[config.mk]
export PLATFORM = sky130hd
export DESIGN_NAME = reg_file_write_decode
export DESIGN_NICKNAME = d
export VERILOG_FILES = /design/src/rtl/regfile_pkg.sv /design/src/rtl/reg_file_write_decode_parts.sv /design/src/rtl/reg_file_write_decode.sv
export SDC_FILE = /design/constraint.sdc
export NUM_CORES = 2
export LEC_CHECK = 0
export CORE_ASPECT_RATIO = 1.5
export CORE_UTILIZATION = 66
export CTS_CLUSTER_SIZE = 28
export DETAILED_ROUTE_END_ITERATION = 6
export DONT_BUFFER_PORTS = 1
export GPL_TIMING_DRIVEN = 0
export PLACE_DENSITY = 0.86
export REMOVE_ABC_BUFFERS = 1
export SYNTH_ARGS = -nofsm -noshare
export SYNTH_HDL_FRONTEND = slang
export SYNTH_HIERARCHICAL = 1
export SYNTH_SLANG_ARGS = --single-unit
[constraint.sdc]
create_clock -name clk -period 4.4 [get_ports clk]
set_input_delay 1.32 -clock clk [delete_from_list [all_inputs] [get_ports clk]]
set_output_delay 1.32 -clock clk [all_outputs]
set_load 0.02 [all_outputs]
[src/rtl/regfile_pkg.sv]
// Shared register-file types and constants used by the write decoder,
// the read mux trees and the register file top level.
package regfile_pkg;

    localparam int REG_ADDR_W = 5;
    localparam int NUM_REGS   = 32;
    localparam logic [REG_ADDR_W-1:0] ZERO_REG = 5'd31;

    typedef logic [REG_ADDR_W-1:0] reg_addr_t;

endpackage

[src/rtl/reg_file_write_decode_parts.sv]
// Building blocks of the register file: the datapath 2:1 mux, a 32:1 tree
// made only of those muxes, and the 5-to-32 write-enable decoder.
module mux2 #(
    parameter int WIDTH = 32
) (
    input  logic             i_sel,
    input  logic [WIDTH-1:0] i_a,
    input  logic [WIDTH-1:0] i_b,
    output logic [WIDTH-1:0] o_y
);
    assign o_y = i_sel ? i_b : i_a;
endmodule

module mux_tree32
    import regfile_pkg::*;
#(
    parameter int WIDTH = 32
) (
    input  reg_addr_t        i_sel,
    input  logic [WIDTH-1:0] i_leaf [0:NUM_REGS-1],
    output logic [WIDTH-1:0] o_y
);
    logic [WIDTH-1:0] w_l4 [0:15];
    logic [WIDTH-1:0] w_l3 [0:7];
    logic [WIDTH-1:0] w_l2 [0:3];
    logic [WIDTH-1:0] w_l1 [0:1];

    // Address bit 0 picks between neighbouring leaves; each higher bit halves the set.
    for (genvar j = 0; j < 16; j++) begin : g_l4
        mux2 #(.WIDTH(WIDTH)) u_mux (
            .i_sel(i_sel[0]), .i_a(i_leaf[2*j]), .i_b(i_leaf[2*j+1]), .o_y(w_l4[j])
        );
    end
    for (genvar j = 0; j < 8; j++) begin : g_l3
        mux2 #(.WIDTH(WIDTH)) u_mux (
            .i_sel(i_sel[1]), .i_a(w_l4[2*j]), .i_b(w_l4[2*j+1]), .o_y(w_l3[j])
        );
    end
    for (genvar j = 0; j < 4; j++) begin : g_l2
        mux2 #(.WIDTH(WIDTH)) u_mux (
            .i_sel(i_sel[2]), .i_a(w_l3[2*j]), .i_b(w_l3[2*j+1]), .o_y(w_l2[j])
        );
    end
    for (genvar j = 0; j < 2; j++) begin : g_l1
        mux2 #(.WIDTH(WIDTH)) u_mux (
            .i_sel(i_sel[3]), .i_a(w_l2[2*j]), .i_b(w_l2[2*j+1]), .o_y(w_l1[j])
        );
    end
    mux2 #(.WIDTH(WIDTH)) u_root (
        .i_sel(i_sel[4]), .i_a(w_l1[0]), .i_b(w_l1[1]), .o_y(o_y)
    );
endmodule

module decoder5_32
    import regfile_pkg::*;
(
    input  logic                i_en,
    input  reg_addr_t           i_addr,
    output logic [NUM_REGS-1:0] o_onehot
);
    logic [3:0] w_hi;
    logic [7:0] w_lo;

    // Gating the enable into the 2-to-4 stage keeps an unknown address harmless when disabled.
    always_comb begin
        w_hi = '0;
        w_lo = '0;
        for (int k = 0; k < 4; k++) w_hi[k] = i_en & (i_addr[4:3] == 2'(k));
        for (int k = 0; k < 8; k++) w_lo[k] = (i_addr[2:0] == 3'(k));
    end

    always_comb begin
        o_onehot = '0;
        for (int n = 0; n < NUM_REGS; n++) o_onehot[n] = w_hi[n/8] & w_lo[n%8];
    end
endmodule

[src/rtl/reg_file_write_decode.sv]
// 31 x WIDTH register file with a decoded single write port and two
// combinational read ports; index 31 is the hard-wired zero register.
module reg_file_write_decode
    import regfile_pkg::*;
#(
    parameter int WIDTH = 32,
    parameter int NREGS = NUM_REGS
) (
    input  logic             clk,
    input  logic             rst_n,
    input  logic             RegWrite,
    input  reg_addr_t        WriteRegister,
    input  logic [WIDTH-1:0] WriteData,
    input  reg_addr_t        ReadRegister1,
    input  reg_addr_t        ReadRegister2,
    output logic [WIDTH-1:0] ReadData1,
    output logic [WIDTH-1:0] ReadData2
);
    logic [NREGS-1:0] w_dec;
    logic [NREGS-1:0] w_wen;
    logic [WIDTH-1:0] w_leaf [0:NREGS-1];

    decoder5_32 u_dec (
        .i_en    (RegWrite),
        .i_addr  (WriteRegister),
        .o_onehot(w_dec)
    );

    assign w_wen = w_dec & ~(NREGS'(1) << ZERO_REG);

    for (genvar i = 0; i < NREGS - 1; i++) begin : g_reg
        logic [WIDTH-1:0] r_q;

        always_ff @(posedge clk or negedge rst_n) begin
            if (!rst_n) begin
                r_q <= '0;
            end else if (w_wen[i]) begin
                r_q <= WriteData;
            end
        end

        assign w_leaf[i] = r_q;
    end

    // The zero register's enable is forced low, so it doubles as the all-zero read leaf.
    assign w_leaf[ZERO_REG] = {WIDTH{w_wen[ZERO_REG]}};

    mux_tree32 #(.WIDTH(WIDTH)) u_rd1 (
        .i_sel (ReadRegister1),
        .i_leaf(w_leaf),
        .o_y   (ReadData1)
    );

    mux_tree32 #(.WIDTH(WIDTH)) u_rd2 (
        .i_sel (ReadRegister2),
        .i_leaf(w_leaf),
        .o_y   (ReadData2)
    );
endmodule

# Yosys cells after proc, flatten, opt, wreduce, memory -nomap -nowiden
# Cells that the tools add are included.
# op_classes
n_eq_ne	10
muxes	62
bitwise_logic	35
reduce_logical	2
# op_table
op	n
$mux 32	62
$and 1x1->1	35
$eq 3x3->1 const B	4
$eq 3x2->1 const B	2
$eq 2x2->1 const B	2
$eq 3x1->1 const B	1
$logic_not 3->1	1
$eq 2x1->1 const B	1
$logic_not 2->1	1
# word_totals
reg_bits	992
input_bits	50
output_inout_bits	64

# Longest topological paths before layout
# depth
ltp_word	5
mapped_depth	7
depth_no_buf	5

# Cells and area by module
# Netlist, hierarchy kept.
# by_module_without_submodules
mod	instances	cells_each	area_each_um2
reg_file_write_decode	1	2205	39211.4
mux2	62	36	544.3
decoder5_32	1	47	230.2

# Worst setup path after synthesis
# Ideal clock, no wire load.
# synth_path
kind	input to output
from	input port ReadRegister1[0]
to	output port ReadData1[0]
arrival_time_ns	2.944
required_time_ns	3.080
setup_slack_ns	0.136
cell_stages	7
cell_sequence	buf_6 buf_12 mux2_4 mux2_4 mux2_4 mux2_4 mux2_4
# synth_rtl
item	line_no	text
start: declaration	reg_file_write_decode.sv:14	input reg_addr_t ReadRegister1,
end: declaration	reg_file_write_decode.sv:16	output logic [WIDTH-1:0] ReadData1,

==> results.ini <==
[clocking]
cts.htree.levels=3
cts_hold_buf=0
cts_buffer_depth=3
cts_made_buffers=94
path_clk_slew_ns=0.07
cts-root-buf=clkbuf_16
worstSkewPairLatency_ns=0.68
clock-sinks=992
cts_tree=done

[floorplanning]
die_w_um=274
io_pins=114
num_rows=149
core-area_um2=110000
dieArea_um2=112000
die_y_um=410
initial_core_util=0.665

[cells_and_area]
num-nets-final=4279
largest_reg_flops=992
largest_registers=g.r_q x992
final_cells=5735
drive_gt1_frac=0.746
areaGrowthSynthToFinish_pct=0.781
top_register=g.r_q
fillerInstances=7066
antenna_cells=0

[critical_path]
crit_required_ns=3.08
start_kind=primary input
crit_path_end_kind=output port
arrival_ns=4.68
r2r_slack_ns=3.51
ff2ff_path_depth=1
cp_cell_sequence=mux2_2 -> mux2_2 -> mux2_2 -> mux2_2 -> mux2_2
rr_endpoint=g_reg[0].r_q[25]
crit_top_cell=mux2_2
cp_max_fo=512
slowest_stage=mux2_2
r2r_start=g_reg[0].r_q[25]
path_class=primary input to output port
max_stage_delay_ns=0.98

[placed_design]
portBuffers=0
dp_cells=5563
dp_hpwl_um=88600
place_congestion=0.719

[route]
dr.pass1.iters=7
vias=36300
postRouteAntennaNets=0
viasPerCell=6.32
wl_per_cell_um=28.6
drcViolationCount=15
drt-initial-drc-count=2274
routed_wl_um=164000

[global_route]
grt_use_total=0.287
grt_max_degree=993
first_global_vias=39400
antenna_found_initial=0
grt_pass1_wl_um=245000
grt-ovfl-total=0

[sta]
rsz0062_at_grt=yes
min_period_ns=6.00
hold_viol_final=0
worst_pin_slew_ns=2.63
finalCritPeriodShare=1.36
fmax_mhz=167
finClkSkew_ns=0
drv_slew=956
finalWorstSetupSlack_ns=-1.60
tns_ns=-56.15
setup_viol=64
relSlewSlack=-0.755
whs_ns=0.320

[logic_synthesis]
netlist_area_um2=73200
synth_warnings=6
avgSynthCellArea_um2=16.3
netlist_instances=4483

[pwr]
vdd_drop_max_v=0.000259
p_leak_nw=36.0
power_density_nw_per_um2=417

[run_status]
status=complete, but fails checks
violations=design-rule violations, max-slew violations, negative setup slack

[min_path]
hp-class=primary input to asynchronous set/reset pin

[run]
maxCapViolCount=0

worst max path at each step:
stage	start	cells after the start	to	slack [ns]
finish	ReadRegister2[0]	5	ReadData2[31]	-1.60
detailed placement	ReadRegister2[0]	5	ReadData2[29]	-0.38
floorplan	WriteRegister[2]	3	g_reg[16].r_q[0]	-0.21
global placement	WriteRegister[2]	3	g_reg[16].r_q[0]	-3.19
global route	ReadRegister2[0]	5	ReadData2[29]	-0.72
CTS	ReadRegister2[0]	5	ReadData2[1]	-0.36
stage by stage:
stage / power, mW / cell area [um^2] / setup slack (ns) / util
after floorplan: 20.5 / 67200 / -0.209 / -
after global placement: 21.4 / 69000 / -3.19 / 0.628
after detailed placement: 21.9 / 70500 / -0.383 / 0.641
after CTS: 30.5 / 73600 / -0.361 / 0.669
after global routing: 31.8 / 73800 / -0.716 / 0.671
final: 30.7 / 73800 / -1.60 / 0.671
power by group:
| group | switching [mW] | internal (mW) |
|---|---|---|
| sequential | 1.49 | 10.9 |
| clock | 3.67 | 4.77 |
| combinational | 2.54 | 7.34 |
| total | 7.70 | 23.0 |
cell type report:
cell class                      count  area [um^2]  area share
Multi-Input combinational cell   3083        42700       0.579
Sequential cell                   992        24800       0.337
Clock buffer                      142         2790      0.0378
Tap cell                         1434         1790      0.0243
Timing Repair Buffer               58         1330      0.0181
Clock inverter                     26          314     0.00426
routing by layer:
metal  share of wire  up-vias  wire [um]  GRT usage
met5               0        -          0          0
met4           0.041        0       6720      0.120
met3           0.050      363       8130     0.0530
met2            0.49      863      81000      0.483
met1            0.42    19400      68200      0.361
li1                -    15600          -          -
cell usage in the layout (no fill, tap or decap), types with 7 or more instances in the layout:
| master | instances |
|---|---|
| nor2_4 | 31 |
| mux2_4 | 2265 |
| dfrtp_1 | 992 |
| clkbuf_1 | 26 |
| buf_16 | 23 |
| conb_1 | 64 |
| buf_12 | 35 |
| clkbuf_8 | 19 |
| mux2_2 | 711 |
| clkinv_2 | 16 |
| clkbuf_16 | 97 |
| bufinv_16 | 7 |
worst max-delay path: cells and delay by family:
| kind | cells | cell delay, ns |
|---|---|---|
| multiplexers | 5 | 2.14 |
timing repair:
| action | 4_1_cts | 5_1_grt |
|---|---|---|
| setup endpoints to repair | 47 | 63 |
| buffers inserted | 0 | 0 |
| gates resized for setup | 13 | 4 |
(Power assumes the default switching activity.)
